$ cat config.mk
export PLATFORM = sky130hd
export DESIGN_NAME = if_stage_flat
export DESIGN_NICKNAME = d
export VERILOG_FILES = /design/src/rtl/cpu_pkg.sv /design/src/rtl/if_stage_if.sv /design/src/rtl/fetch_fifo.sv /design/src/rtl/if_stage_chk.sv /design/src/rtl/if_stage.sv /design/src/flat_wrapper.sv
export SDC_FILE = /design/constraint.sdc
export NUM_CORES = 1
export LEC_CHECK = 0
export CAP_MARGIN = 10
export CORE_AREA = 8 8 163 165
export DETAILED_ROUTE_END_ITERATION = 10
export DIE_AREA = 0 0 171 173
export PLACE_DENSITY = 0.82
export SKIP_CTS_REPAIR_TIMING = 1
export SLEW_MARGIN = 5
export SYNTH_ARGS = -nofsm -noshare
export SYNTH_HDL_FRONTEND = slang
export SYNTH_SLANG_ARGS = --single-unit
$ cat constraint.sdc
create_clock -name clk -period 9.6 [get_ports clk]
set_input_delay 0.96 -clock clk [delete_from_list [all_inputs] [get_ports clk]]
set_output_delay 0.96 -clock clk [all_outputs]
set_load 0.01 [all_outputs]
$ cat src/rtl/cpu_pkg.sv
// Shared CPU definitions: datapath width, opcode field position,
// opcode constants used by fetch and decode, and the fetch entry type.
package cpu_pkg;

  localparam int XLEN   = 32;
  localparam int OP_MSB = 31;
  localparam int OP_LSB = 24;

  localparam logic [7:0] OP_NOP  = 8'h00;
  localparam logic [7:0] OP_ADD  = 8'h08;
  localparam logic [7:0] OP_MUL  = 8'h18;
  localparam logic [7:0] OP_ADDI = 8'h03;
  localparam logic [7:0] OP_SW   = 8'h19;
  localparam logic [7:0] OP_LW   = 8'h31;
  localparam logic [7:0] OP_JAL  = 8'h04;

  typedef struct packed {
    logic [XLEN-1:0] pc;
    logic [XLEN-1:0] instr;
  } fetch_entry_t;

  // Opcode field as seen by the control decoder.
  function automatic logic [7:0] opcode_of(input logic [XLEN-1:0] instr);
    return instr[OP_MSB:OP_LSB];
  endfunction

endpackage

$ cat src/rtl/if_stage_if.sv
// Fetch-stage bus: instruction-memory request/response, decode
// feedback (redirect, stall) and the IF/ID register outputs.
interface if_stage_if #(
  parameter int XLEN = cpu_pkg::XLEN
) ();

  logic            imem_req_valid;
  logic            imem_req_ready;
  logic [XLEN-1:0] imem_req_addr;
  logic            imem_resp_valid;
  logic [XLEN-1:0] imem_resp_data;
  logic            redirect_valid;
  logic [XLEN-1:0] redirect_target;
  logic            stall;
  logic            ifid_valid;
  logic [XLEN-1:0] ifid_instr;
  logic [XLEN-1:0] ifid_pc;
  logic [7:0]      ifid_op;

  // Fetch stage view.
  modport master (
    output imem_req_valid, imem_req_addr,
    output ifid_valid, ifid_instr, ifid_pc, ifid_op,
    input  imem_req_ready, imem_resp_valid, imem_resp_data,
    input  redirect_valid, redirect_target, stall
  );

  // Environment view (memory plus decode).
  modport slave (
    input  imem_req_valid, imem_req_addr,
    input  ifid_valid, ifid_instr, ifid_pc, ifid_op,
    output imem_req_ready, imem_resp_valid, imem_resp_data,
    output redirect_valid, redirect_target, stall
  );

endinterface

$ cat src/rtl/fetch_fifo.sv
// Small synchronous FIFO with flush; simultaneous push and pop allowed.
// Element type is a parameter so the same block serves as the prefetch
// buffer (pc + instr) and as the pc-only address-tag queue.
module fetch_fifo
  import cpu_pkg::*;
#(
  parameter int  DEPTH = 2,
  parameter type T     = fetch_entry_t,
  localparam int CNT_W = $clog2(DEPTH + 1)
) (
  input  logic             clk,
  input  logic             rst,
  input  logic             flush,
  input  logic             push,
  input  T                 push_data,
  input  logic             pop,
  output T                 pop_data,
  output logic             full,
  output logic             empty,
  output logic [CNT_W-1:0] count
);

  localparam int PTR_W = (DEPTH > 1) ? $clog2(DEPTH) : 1;

  T                 mem [DEPTH];
  logic [PTR_W-1:0] rd_ptr;
  logic [PTR_W-1:0] wr_ptr;

  function automatic logic [PTR_W-1:0] bump(input logic [PTR_W-1:0] p);
    if (p == PTR_W'(DEPTH - 1)) begin
      return {PTR_W{1'b0}};
    end else begin
      return p + PTR_W'(1'b1);
    end
  endfunction

  // Storage write; a flush cycle never carries a push worth keeping.
  always_ff @(posedge clk) begin
    if (push && !flush) begin
      mem[wr_ptr] <= push_data;
    end
  end

  // Pointer and occupancy bookkeeping.
  always_ff @(posedge clk or posedge rst) begin
    if (rst) begin
      rd_ptr <= {PTR_W{1'b0}};
      wr_ptr <= {PTR_W{1'b0}};
      count  <= {CNT_W{1'b0}};
    end else if (flush) begin
      rd_ptr <= {PTR_W{1'b0}};
      wr_ptr <= {PTR_W{1'b0}};
      count  <= {CNT_W{1'b0}};
    end else begin
      if (push) wr_ptr <= bump(wr_ptr);
      if (pop)  rd_ptr <= bump(rd_ptr);
      case ({push, pop})
        2'b10:   count <= count + CNT_W'(1'b1);
        2'b01:   count <= count - CNT_W'(1'b1);
        default: count <= count;
      endcase
    end
  end

  assign pop_data = mem[rd_ptr];
  assign full     = (count == CNT_W'(DEPTH));
  assign empty    = (count == {CNT_W{1'b0}});

endmodule

$ cat src/rtl/if_stage_chk.sv
// Protocol and occupancy checks for the fetch stage.
module if_stage_chk #(
  parameter int CNT_W = 2
) (
  input logic             clk,
  input logic             rst,
  input logic             resp_valid,
  input logic [CNT_W-1:0] outstanding,
  input logic [CNT_W-1:0] tag_count,
  input logic             fifo_push,
  input logic             fifo_full,
  input logic             fifo_pop,
  input logic             fifo_empty,
  input logic             tag_push,
  input logic             tag_full,
  input logic             tag_pop,
  input logic             tag_empty
);

  a_resp_has_request: assert property (@(posedge clk) disable iff (rst)
    resp_valid |-> (outstanding != {CNT_W{1'b0}}));
  a_fifo_no_overflow: assert property (@(posedge clk) disable iff (rst)
    fifo_push |-> !fifo_full);
  a_fifo_no_underflow: assert property (@(posedge clk) disable iff (rst)
    fifo_pop |-> !fifo_empty);
  a_tag_no_overflow: assert property (@(posedge clk) disable iff (rst)
    tag_push |-> !tag_full);
  a_tag_no_underflow: assert property (@(posedge clk) disable iff (rst)
    tag_pop |-> !tag_empty);
  a_tag_within_flight: assert property (@(posedge clk) disable iff (rst)
    tag_count <= outstanding);

endmodule

$ cat src/rtl/if_stage.sv
// Instruction-fetch stage: sequential PC generation, credit-limited
// imem requests, prefetch FIFO, and the IF/ID pipeline register with
// stall hold and JAL redirect (stale responses are counted and dropped).
module if_stage
  import cpu_pkg::*;
#(
  parameter int              XLEN       = cpu_pkg::XLEN,
  parameter logic [XLEN-1:0] RESET_PC   = 32'h0000_0000,
  parameter int              FIFO_DEPTH = 2
) (
  input logic        clk,
  input logic        rst,
  if_stage_if.master fetch
);

  localparam int CNT_W = $clog2(FIFO_DEPTH + 1);

  logic [XLEN-1:0]  fetch_pc;
  logic [CNT_W-1:0] outstanding;
  logic [CNT_W-1:0] drop_cnt;
  logic [CNT_W-1:0] fifo_count;
  logic [CNT_W-1:0] tag_count;
  logic             credit_ok;
  logic             req_fire;
  logic             resp_keep;
  logic             fifo_pop;
  logic             fifo_full;
  logic             fifo_empty;
  logic             tag_full;
  logic             tag_empty;
  logic [XLEN-1:0]  tag_head;
  fetch_entry_t     fifo_in;
  fetch_entry_t     fifo_head;

  // Every in-flight request owns a FIFO slot, so the buffer cannot overflow.
  assign credit_ok = ({1'b0, outstanding} + {1'b0, fifo_count}) < (CNT_W + 1)'(FIFO_DEPTH);
  assign fetch.imem_req_valid = !rst && !fetch.redirect_valid && credit_ok;
  assign fetch.imem_req_addr  = fetch_pc;
  assign req_fire  = fetch.imem_req_valid && fetch.imem_req_ready;
  assign resp_keep = fetch.imem_resp_valid && !fetch.redirect_valid &&
                     (drop_cnt == {CNT_W{1'b0}});
  assign fifo_pop  = !fetch.redirect_valid && !fetch.stall && !fifo_empty;
  assign fifo_in.pc    = tag_head;
  assign fifo_in.instr = fetch.imem_resp_data;

  fetch_fifo #(.DEPTH(FIFO_DEPTH), .T(logic [XLEN-1:0])) u_tag_q (
    .clk       (clk),
    .rst       (rst),
    .flush     (fetch.redirect_valid),
    .push      (req_fire),
    .push_data (fetch_pc),
    .pop       (resp_keep),
    .pop_data  (tag_head),
    .full      (tag_full),
    .empty     (tag_empty),
    .count     (tag_count)
  );

  fetch_fifo #(.DEPTH(FIFO_DEPTH), .T(fetch_entry_t)) u_prefetch (
    .clk       (clk),
    .rst       (rst),
    .flush     (fetch.redirect_valid),
    .push      (resp_keep),
    .push_data (fifo_in),
    .pop       (fifo_pop),
    .pop_data  (fifo_head),
    .full      (fifo_full),
    .empty     (fifo_empty),
    .count     (fifo_count)
  );

  // Fetch PC, in-flight count and pending-discard count.
  always_ff @(posedge clk or posedge rst) begin
    if (rst) begin
      fetch_pc    <= RESET_PC;
      outstanding <= {CNT_W{1'b0}};
      drop_cnt    <= {CNT_W{1'b0}};
    end else begin
      outstanding <= outstanding + CNT_W'(req_fire) - CNT_W'(fetch.imem_resp_valid);
      if (fetch.redirect_valid) begin
        fetch_pc <= fetch.redirect_target;
        // outstanding already includes responses still marked for discard,
        // so everything left in flight after this cycle is stale.
        drop_cnt <= outstanding - CNT_W'(fetch.imem_resp_valid);
      end else begin
        if (req_fire) begin
          fetch_pc <= fetch_pc + XLEN'(3'd4);
        end
        if (fetch.imem_resp_valid && (drop_cnt != {CNT_W{1'b0}})) begin
          drop_cnt <= drop_cnt - CNT_W'(1'b1);
        end
      end
    end
  end

  // IF/ID register: redirect bubble, stall hold, load from FIFO, or bubble.
  always_ff @(posedge clk or posedge rst) begin
    if (rst) begin
      fetch.ifid_valid <= 1'b0;
      fetch.ifid_instr <= {XLEN{1'b0}};
      fetch.ifid_pc    <= {XLEN{1'b0}};
      fetch.ifid_op    <= OP_NOP;
    end else if (fetch.redirect_valid) begin
      fetch.ifid_valid <= 1'b0;
      fetch.ifid_op    <= OP_NOP;
    end else if (fetch.stall) begin
      fetch.ifid_valid <= fetch.ifid_valid;
    end else if (!fifo_empty) begin
      fetch.ifid_valid <= 1'b1;
      fetch.ifid_instr <= fifo_head.instr;
      fetch.ifid_pc    <= fifo_head.pc;
      fetch.ifid_op    <= opcode_of(fifo_head.instr);
    end else begin
      fetch.ifid_valid <= 1'b0;
      fetch.ifid_op    <= OP_NOP;
    end
  end

  if_stage_chk #(.CNT_W(CNT_W)) u_chk (
    .clk         (clk),
    .rst         (rst),
    .resp_valid  (fetch.imem_resp_valid),
    .outstanding (outstanding),
    .tag_count   (tag_count),
    .fifo_push   (resp_keep),
    .fifo_full   (fifo_full),
    .fifo_pop    (fifo_pop),
    .fifo_empty  (fifo_empty),
    .tag_push    (req_fire),
    .tag_full    (tag_full),
    .tag_pop     (resp_keep),
    .tag_empty   (tag_empty)
  );

endmodule
$ cat src/flat_wrapper.sv
// flat-port wrapper written by rule: the top's interface ports become plain ports
module if_stage_flat import cpu_pkg::*;
#(
  parameter int              XLEN       = cpu_pkg::XLEN,
  parameter logic [XLEN-1:0] RESET_PC   = 32'h0000_0000,
  parameter int              FIFO_DEPTH = 2
)
  (clk, rst, fetch_imem_req_valid, fetch_imem_req_addr, fetch_ifid_valid, fetch_ifid_instr, fetch_ifid_pc, fetch_ifid_op, fetch_imem_req_ready, fetch_imem_resp_valid, fetch_imem_resp_data, fetch_redirect_valid, fetch_redirect_target, fetch_stall);
  if_stage_if #(.XLEN(XLEN)) fetch_i ();
  input logic clk;
  input logic rst;
  output wire logic [$bits(fetch_i.imem_req_valid)-1:0] fetch_imem_req_valid;
  output wire logic [$bits(fetch_i.imem_req_addr)-1:0] fetch_imem_req_addr;
  output wire logic [$bits(fetch_i.ifid_valid)-1:0] fetch_ifid_valid;
  output wire logic [$bits(fetch_i.ifid_instr)-1:0] fetch_ifid_instr;
  output wire logic [$bits(fetch_i.ifid_pc)-1:0] fetch_ifid_pc;
  output wire logic [$bits(fetch_i.ifid_op)-1:0] fetch_ifid_op;
  input wire logic [$bits(fetch_i.imem_req_ready)-1:0] fetch_imem_req_ready;
  input wire logic [$bits(fetch_i.imem_resp_valid)-1:0] fetch_imem_resp_valid;
  input wire logic [$bits(fetch_i.imem_resp_data)-1:0] fetch_imem_resp_data;
  input wire logic [$bits(fetch_i.redirect_valid)-1:0] fetch_redirect_valid;
  input wire logic [$bits(fetch_i.redirect_target)-1:0] fetch_redirect_target;
  input wire logic [$bits(fetch_i.stall)-1:0] fetch_stall;
  assign fetch_imem_req_valid = fetch_i.imem_req_valid;
  assign fetch_imem_req_addr = fetch_i.imem_req_addr;
  assign fetch_ifid_valid = fetch_i.ifid_valid;
  assign fetch_ifid_instr = fetch_i.ifid_instr;
  assign fetch_ifid_pc = fetch_i.ifid_pc;
  assign fetch_ifid_op = fetch_i.ifid_op;
  assign fetch_i.imem_req_ready = fetch_imem_req_ready;
  assign fetch_i.imem_resp_valid = fetch_imem_resp_valid;
  assign fetch_i.imem_resp_data = fetch_imem_resp_data;
  assign fetch_i.redirect_valid = fetch_redirect_valid;
  assign fetch_i.redirect_target = fetch_redirect_target;
  assign fetch_i.stall = fetch_stall;
  if_stage #(.XLEN(XLEN), .RESET_PC(RESET_PC), .FIFO_DEPTH(FIFO_DEPTH)) u_core (.clk(clk), .rst(rst), .fetch(fetch_i));
endmodule
### Word-level counts from Yosys, hierarchy flattened

Memory sizes are Yosys's and may differ from the RTL's.
Cells that the tools add are included.

* $add $sub $neg: 12
* multiply operators: 0
* divide/modulo/power cells: 0
* magnitude comparators: 1
* eq/ne operators: 3
* shifts and indexed selects: 0
* mux-type cells: 28
* bitwise logic cells: 3
* reductions and logical operators: 23

Operators with widths (count)
* $mux W32: 2
* $add A32 B3 Y32 const B: 1
* $mux W8: 3
* $mux W1: 19
* $logic_and A1 B1 Y1: 10
* $reduce_bool A2 Y1: 5
* $mux W2: 3
* $add A1 B1 Y1 const B: 4
* $logic_not A1 Y1: 4
* $logic_not A2 Y1: 2
* $pmux W2 S2: 1
* $sub A2 B1 Y2: 2
* $sub A2 B1 Y2 const B: 2
* $add A2 B2 Y3: 1
* $lt A3 B2 Y1 const B: 1
* $not A1 Y1: 3
* $reduce_and A3 Y1: 1
* $reduce_bool A3 Y1: 1
* $add A2 B1 Y2: 1
* $add A2 B1 Y2 const B: 1
* $eq A2 B1 Y1 const B: 1
* $eq A2 B2 Y1 const B: 1
* $ne A2 B2 Y1 const B: 1

* register bits: 115
* bits in latches: 0
* bits in writable memories: 192
* bits in read-only memories: 0
* bits of input ports: 70
* output and inout bits: 106
* logic and storage cells: 84
* memories: 2

Memory list
* u_core.u_prefetch.mem: words 2, bits a word 64, read ports 1, clocked after memory_dff 0, write ports 1, line fetch_fifo.sv:25 `T mem [DEPTH];`
* u_core.u_tag_q.mem: words 2, bits a word 32, read ports 1, clocked after memory_dff 0, write ports 1, line fetch_fifo.sv:25

### Depth between registers and ports, before layout

Gate-level depths: netlist (run 1).

* depth after elaboration: 7
* gate-level depth with buffers: 9

### Cells and area by module

Synthesis (run 1) repeated with hierarchy kept, for this count alone.

* cell total of the unflattened synthesis: 747
* area total of the unflattened synthesis: 12538.3 um2

Modules (own cells, without submodules)
* fetch_fifo at u_core.u_prefetch: instances 1, cells an instance 221, area each 5042.3 um2, seq. area each 3943.8 um2
* if_stage: instances 1, cells an instance 404, area each 4828.4 um2, seq. area each 2727.6 um2
* fetch_fifo at u_core.u_tag_q: instances 1, cells an instance 122, area each 2667.6 um2, seq. area each 2021.9 um2

### Worst setup path after synthesis (run 1)

No wires, ideal clock.

* path kind: input-to-reg
* from: input fetch_redirect_valid
* to: memory u_core.u_prefetch.mem[1][0] (netlist bit), enable pin
* library setup time: 578 ps
* arrival time: 6092 ps
* setup slack: 2930 ps
* cell stages on the path: 3
* path through: clkbuf_1 -> buf_1 -> nor3b_1

* word-level cells in the longest chain between the ends: 6

RTL lines
* start: declaration: line flat_wrapper.sv:21 `input wire logic [$bits(fetch_i.redirect_valid)-1:0] fetch_redirect_valid;`
* $logic_not A1 Y1 *: line fetch_fifo.sv:39, if_stage.sv:40
* $logic_and A1 B1 Y1 (2 in a row): line if_stage.sv:40 `assign resp_keep = fetch.imem_resp_valid && !fetch.redirect_valid &&`
* $logic_and A1 B1 Y1 *: line fetch_fifo.sv:39 `if (push && !flush) begin`
* $mux W1 *: line fetch_fifo.sv:39
* $mux W1 (not written as such) *: line fetch_fifo.sv:40 `mem[wr_ptr] <= push_data;`
* end: declaration: line fetch_fifo.sv:25

Every way passes the cells marked *; elsewhere a longest branch is shown, timed or not.

### Final worst setup path (run 1)

* from: register u_core.u_prefetch.count[0]
* to: register u_core.fetch_pc[14], in the netlist u_core.fetch.imem_req_addr[14]

* word-level cells in the longest chain between the ends: 5

RTL lines
* start: declaration: line fetch_fifo.sv:20 `output logic [CNT_W-1:0] count`
* start signal: assignment: line fetch_fifo.sv:49 `count <= {CNT_W{1'b0}};`
* start signal: assignment: line fetch_fifo.sv:53 `count <= {CNT_W{1'b0}};`
* start signal: assignment: line fetch_fifo.sv:58 `2'b10: count <= count + CNT_W'(1'b1);`
* $add A2 B2 Y3: line if_stage.sv:36 `assign credit_ok = ({1'b0, outstanding} + {1'b0, fifo_count}) < (CNT_W + 1)'(FIFO_DEPTH);`
* $lt A3 B2 Y1: line if_stage.sv:36
* $logic_and A1 B1 Y1: line if_stage.sv:37 `assign fetch.imem_req_valid = !rst && !fetch.redirect_valid && credit_ok;`
* $logic_and A1 B1 Y1: line if_stage.sv:39 `assign req_fire = fetch.imem_req_valid && fetch.imem_req_ready;`
* $reduce_bool A2 Y1 (no line)
* end signal: assignment: line if_stage.sv:81 `fetch_pc <= fetch.redirect_target;`
* end signal: assignment: line if_stage.sv:87 `fetch_pc <= fetch_pc + XLEN'(3'd4);`
* end: declaration: line if_stage.sv:18 `logic [XLEN-1:0] fetch_pc;`

No other way between the ends.
A chain may end at the register's enable or synchronous reset.

==> impl_results.md, run 1 <==
* Cell variety after synth at 44
* Overflow after GRT at 0
* Register area at 0.00865 sq mm
* Crit path kind: reg2reg
* Register area share after synthesis at 73.8%
* DRC Markers at 0
* Power Density at 252 mW/mm^2
* Die area at 0.0296 sq mm
* DR WL/cell at 18.9 um
* Post-synth EDFFs at 192
* Worst-margin pin slew at 1.18 ns
* Static leakage at 5.49 nW
* Worst Path Required at 10.00 ns
* Asr flop ratio synth at 37.5%
* Outcome: finished, final reports clean
* Clk_lat worst skew at 0.54 ns
* Final-report max-slew violation count at 0
* CP Cell Sequence: and2_1, fa_1, nor4_4, nand2_1, inv_2, nor2_1, o21ai_0, o311ai_0
* Switching Power at 972 uW
* Ys flop type: edfxtp_1
* Ys Warns at 0
* Clock Root Buffer: clkbuf_16
* Layout Skew at 0.0213 ns
* Crit Path Max Fanout at 27
* Unrepaired setup endpoints after global routing: no
* Met1 Use GR at 22.2%
* Mapped Avg Cell Area at 14.8 sq um
* Grt met3 use at 3.69%
* Critical path buffer and inverter count at 1
* Critical Path AT at 4.23 ns
* Die width at 171 um
* Fmax at 0.262 GHz
* Sw Share at 26.1%
* Final Wtd Congestion at 0.856
* Vias per inst at 5.31
* First drt pass iteration count at 5
* Synthesized area at 0.0117 sq mm
* CORE AREA at 0.0240 sq mm
* Area growth syn-to-layout at 26.1%
* Critical Path Start Type: flip-flop
* CTS Buffer Depth at 3
* Hold slack final at 0.472 ns
* Post-layout nets at 1044
* Worst path max stage delay at 0.94 ns
* Port bufs at 175
* Tmin final at 3.82 ns
* Initial Util at 48.9%
* H-tree levels at 1
* Initial antenna violation count at 1
* Most Used Layer, Global Route: met2
* Row count at 57
* Final Cycle Share at 39.8%
* Met2 GRT Util at 27.7%
* GRT Util Overall at 16.8%
* CTS Buf Count at 30
* Clock-pin slew on the worst setup and hold paths at 0.06 ns
* Comb power frac at 21.6%
* Vias in the first global route at 7043
* Seq cells post-synth at 307
* # IOs at 176
* Share of cells above drive strength 1 at 9.57%
* Clock power frac at 30.3%
* Most frequent cells in the layout: edfxtp_1, clkdlybuf4s50_1, dfrtp_1, nand2_1, o21ai_0
* Fillers at 1823
* Critical Path Slowest Stage Cell: nor2_1
* DRT Wirelength at 24900 um
* Maximum vdd drop at 123 uV
* 1st-iter DRT viols at 502
* TritonCTS clock tree: built
* Final core occ at 61.7%
* Commonest non-fill, non-tap cell in the layout: edfxtp_1
* Crit-path leading delay family: simple AND/OR/NAND/NOR gates
* DP Wirelength at 16200 um
* Clk sinks at 307
* Rel. slew slack at 20.9%
* CP endpoint kind: flip-flop
* Final Hold Violating Endpoints at 0
* Die Y at 173 um
* MaxCap Viol Count at 0
* Setup_tns at 0 ns
* HP Class: reg2reg
* Cell-internal power at 2.75 mW
* Setup Viol. Count Final at 0
* Register share of total power at 48.1%
* Post-synthesis cell count at 792
* Multi-input logic area at 0.00292 sq mm
* Post-DRT Antenna Nets at 0
* Largest net degree at the start of global routing at 98
* First-pass GRT wire length at 39400 um
* Number of vias after detailed routing at 6996
* Syn Nets at 867
* Total power at 3.72 mW
metrics by stage:
stage	worst slack (ns)	instance area [sq um]	instances
2_1_floorplan	2.93	11700	792
3_3_place_gp	5.77	13800	1261
3_5_place_dp	5.58	13800	1261
4_1_cts	5.85	14800	1317
5_1_grt	5.43	14800	1318
6_report	5.78	14800	1318
synthesized netlist by cell type, types with 2 or more instances:
cell type  instances  area [sq um]
a21o_1            17           128
clkbuf_1          27           101
o311ai_0           2          17.5
edfxtp_1         192          5770
nor4_4             2          42.5
nand4_2            2          25.0
a221o_1            4          40.0
dfrtp_1          115          2880
nand4_1            6          37.5
a41oi_1            2          17.5
o21ai_1            5          25.0
nor3b_1            2          15.0
xor2_1             6          52.6
and3_1             6          37.5
inv_1              9          33.8
o221ai_1           2          17.5
nor2_1            32           120
nand2_1          104           390
mux2_2            34           383
ha_1               4          50.1
nand3_1           21           105
buf_1              5          18.8
mux2i_1           64           641
xnor2_1            2          17.5
buf_2              6          30.0
o21ai_0           70           350
a31oi_1            4          25.0
o211ai_1          11          82.6
a21oi_1            7          35.0
o311ai_1          12           105
nor4_1             2          12.5
nor2b_1            3          18.8
state kept, by name (all words and copies together) (netlist names):
register                    cells
u_core.drop_cnt                 2
u_core.fetch.ifid_instr        32
u_core.fetch.ifid_op            8
u_core.fetch.ifid_pc           32
u_core.fetch.ifid_valid         1
u_core.fetch.imem_req_addr     32
u_core.outstanding              2
u_core.u_prefetch.count         2
u_core.u_prefetch.mem         128
u_core.u_prefetch.rd_ptr        1
u_core.u_prefetch.wr_ptr        1
u_core.u_tag_q.mem             64
u_core.u_tag_q.rd_ptr           1
u_core.u_tag_q.wr_ptr           1
final timing paths:
check	from	end	slack (ns)	depth (start not counted)
worst max-delay path	u_core.u_prefetch.count[0]	u_core.fetch.imem_req_addr[14]	5.78	8
worst min-delay path	u_core.fetch.ifid_instr[30]	u_core.fetch.ifid_instr[30]	0.47	1
worst max register to register	u_core.u_prefetch.count[0]	u_core.fetch.imem_req_addr[14]	5.78	8
worst min register to register	u_core.fetch.ifid_instr[30]	u_core.fetch.ifid_instr[30]	0.47	1
max in group asynchronous	rst	u_core.fetch.imem_req_addr[1]	7.29	3
min in group asynchronous	rst	u_core.fetch.imem_req_addr[18]	1.00	2
cells by family after synthesis:
group                    count (synthesis)  share of synthesized area [%]
AND/OR/NAND/NOR                        186                           7.24
multiplexers                            98                           8.73
XOR/XNOR                                 8                          0.598
AO/OA/AOI/OAI                          140                           7.46
adder cells (fa/ha/maj)                  5                          0.598
buffers and inverters                   48                           1.60
flip-flops                             307                           73.8
power by group through the flow:
| stage | combinational [mW] | sequential [mW] | clock, mW |
|---|---|---|---|
| finish | 0.805 | 1.79 | 1.13 |
| global route | 0.879 | 1.82 | 1.21 |
| global placement | 0.795 | 1.80 | 0 |
| floorplan | 0.315 | 1.86 | 0 |
| detailed placement | 0.817 | 1.82 | 0 |
| CTS | 0.821 | 1.79 | 1.16 |
layer usage:
layer  wire, um  vias up
met5          0        -
met4        372        0
met2      12200      268
li1           -     3302
met3       1890       29
met1      10500     3397
final cells by class:
cell class	count	area share, %
timing repair buffer	183	12.2
multi-input combinational	437	19.8
sequential	307	58.5
clock inverter	4	0.474
antenna	1	0.0169
clock buffer	52	5.99
inverter	10	0.271
tap	324	2.74
Note: power is estimated with default switching activity, not from simulation.
==> run 2: changes to the inputs <==
clock period = 3.8 ns   (was 9.6 ns; I/O delays follow)
==> run 2 against run 1 <==
Net effect:
- wire length is 1.2% higher
- critical path depth unchanged
- global-route usage is 0.096 points higher
- sequential share of layout area decreased by 0.40 points
- register-to-register slack worse by 5.3 ns
- hold slack got worse by 0.25 ns
- clock-buffer cell count decreased by 13
- via count up 1.8%
- critical endpoint is now u_core.fetch.imem_req_addr[5]
- largest power group unchanged
==> impl_results.md, run 2 (synthesis results as in run 1) <==
* Outcome: finished, final reports clean
* CTS Buf Count at 31
* First drt pass iteration count at 5
* Static leakage at 5.54 nW
* Tmin final at 3.37 ns
* Biggest register: u_core.u_prefetch.mem
* Critical path buffer and inverter count at 1
* HP Class: in2reg
* Final Wtd Congestion at 0.877
* Commonest non-fill, non-tap cell in the layout: edfxtp_1
* Final instance area at 0.0149 sq mm
* Number of flip-flops under the largest register name at 128
* Hold path start: fetch_redirect_valid
* MaxCap Viol Count at 0
* CP Cell Sequence: and2_1, fa_1, nor4_4, nand2_1, inv_2, nor2_1, o21ai_0, o311ai_0
* Critical Path Start Type: flip-flop
* GRT Util Overall at 16.9%
* Die width at 171 um
* Most frequent cells in the layout: edfxtp_1, clkdlybuf4s50_1, dfrtp_1, nand2_1, o21ai_0
* Clk sinks at 307
* R2R Path Start: u_core.u_prefetch.count[0]
* Vias in the first global route at 7310
* Final-report max-slew violation count at 0
* DRT Wirelength at 25200 um
* Post-DRT Antenna Nets at 0
* Crit Path Max Fanout at 18
* Vias per inst at 5.39
* DR WL/cell at 19.1 um
* Initial Util at 48.9%
* CORE AREA at 0.0240 sq mm
* Non-filler instance count after layout at 1322
* Multi-input logic area at 0.00293 sq mm
* Register area at 0.00865 sq mm
* Critical Path AT at 3.78 ns
* Layout Skew at 0.0132 ns
* Largest net degree at the start of global routing at 65
* Worst Path Required at 4.21 ns
* Overflow after GRT at 0
* Setup WS post-layout at 0.432 ns
* Number of vias after detailed routing at 7121
* Top Registers: u_core.u_prefetch.mem (128), u_core.u_tag_q.mem (64)
* Setup Viol. Count Final at 0
* Die Y at 173 um
* DP Wirelength at 16600 um
* Clk_lat worst skew at 0.54 ns
* Final core occ at 62.1%
* Area post-placement at 0.0139 sq mm
* Setup_tns at 0 ns
* Post-Place Setup Slack at 0.578 ns
* Maximum vdd drop at 298 uV
* CTS Buffer Depth at 3
* Power Density at 639 mW/mm^2
* DRC Markers at 0
* Total power at 9.50 mW
* Fmax at 0.297 GHz
* Final Cycle Share at 88.6%
* Unrepaired setup endpoints after global routing: no
* Final Hold Violating Endpoints at 0
* CP endpoint kind: flip-flop
* Initial antenna violation count at 1
* Worst path max stage delay at 0.92 ns
* Worst Setup SP: u_core.u_prefetch.count[0]
* Area growth syn-to-layout at 27.0%
* Fillers at 1823
* Die area at 0.0296 sq mm
* Port bufs at 175
* Dpl cells at 1264
* Crit-path leading delay family: simple AND/OR/NAND/NOR gates
* Share of cells above drive strength 1 at 10.3%
* 1st-iter DRT viols at 466
* Clock-pin slew on the worst setup and hold paths at 0.06 ns
* First-pass GRT wire length at 39800 um
* Row count at 57
* Clock Root Buffer: clkbuf_16
* # IOs at 176
* Crit path kind: reg2reg
* TritonCTS clock tree: built
* H-tree levels at 1
* Hold slack final at 0.222 ns
* Critical Path Slowest Stage Cell: nor2_1
* Post-layout nets at 1048
* Worst-margin pin slew at 1.16 ns
* Rel. slew slack at 21.8%
run 2: cell types whose count changed in the layout (fill, tap and decap cells not counted), moves of 2 or more:
| cell | delta |
|---|---|
| clkinvlp_4 | +2 |
| clkinv_2 | +3 |
| clkinv_1 | +6 |
| clkbuf_1 | -11 |
| clkbuf_8 | -2 |
| buf_12 | +3 |
run 2: power breakdown:
| group | total [mW] | internal (mW) | leakage [nW] | switching, mW |
|---|---|---|---|---|
| sequential | 4.53 | 4.18 | 3.19 | 0.355 |
| clock | 2.93 | 1.72 | 0.478 | 1.21 |
| combinational | 2.05 | 1.08 | 1.87 | 0.964 |
| total | 9.50 | 6.98 | 5.54 | 2.53 |
run 2: final cells by class:
cell class | instances | share of cell area [%]
Clock inverter | 18 | 1.14
Clock buffer | 39 | 5.48
Multi-Input combinational cell | 437 | 19.7
Antenna cell | 1 | 0.0168
Timing Repair Buffer | 186 | 12.5
Tap cell | 324 | 2.72
Inverter | 10 | 0.269
Sequential cell | 307 | 58.1
run 2: final timing paths:
| kind | slack (ns) | end | depth (start not counted) |
|---|---|---|---|
| setup / recovery | 0.43 | u_core.fetch.imem_req_addr[5] | 8 |
| max in group asynchronous | 2.49 | u_core.fetch.ifid_pc[25] | 3 |
| min in group asynchronous | 0.45 | u_core.u_prefetch.wr_ptr | 2 |
| setup reg to reg | 0.43 | u_core.fetch.imem_req_addr[5] | 8 |
| hold reg to reg | 0.48 | u_core.fetch.ifid_instr[16] | 2 |
| hold / removal | 0.22 | u_core.u_tag_q.rd_ptr | 2 |
run 2: metal layers:
metal | GRT usage (%) | wire length [um] | part of all wire, % | vias to the layer above
met1 | 21.6 | 10400 | 41 | 3513
met4 | 5.11 | 520 | 2.1 | 0
met2 | 28.0 | 12500 | 49 | 265
met3 | 4.08 | 1840 | 7.3 | 39
met5 | 0 | 0 | 0 | -
li1 | - | - | - | 3304
run 2: worst register-to-register path: cells and delay by family, from the launching register on:
family,cells,cell delay [ns]
AND/OR/NAND/NOR,4,1.58
flip-flops,1,0.47
AO/OA/AOI/OAI,2,0.41
adder cells (fa/ha/maj),1,0.53
buffers and inverters,1,0.25
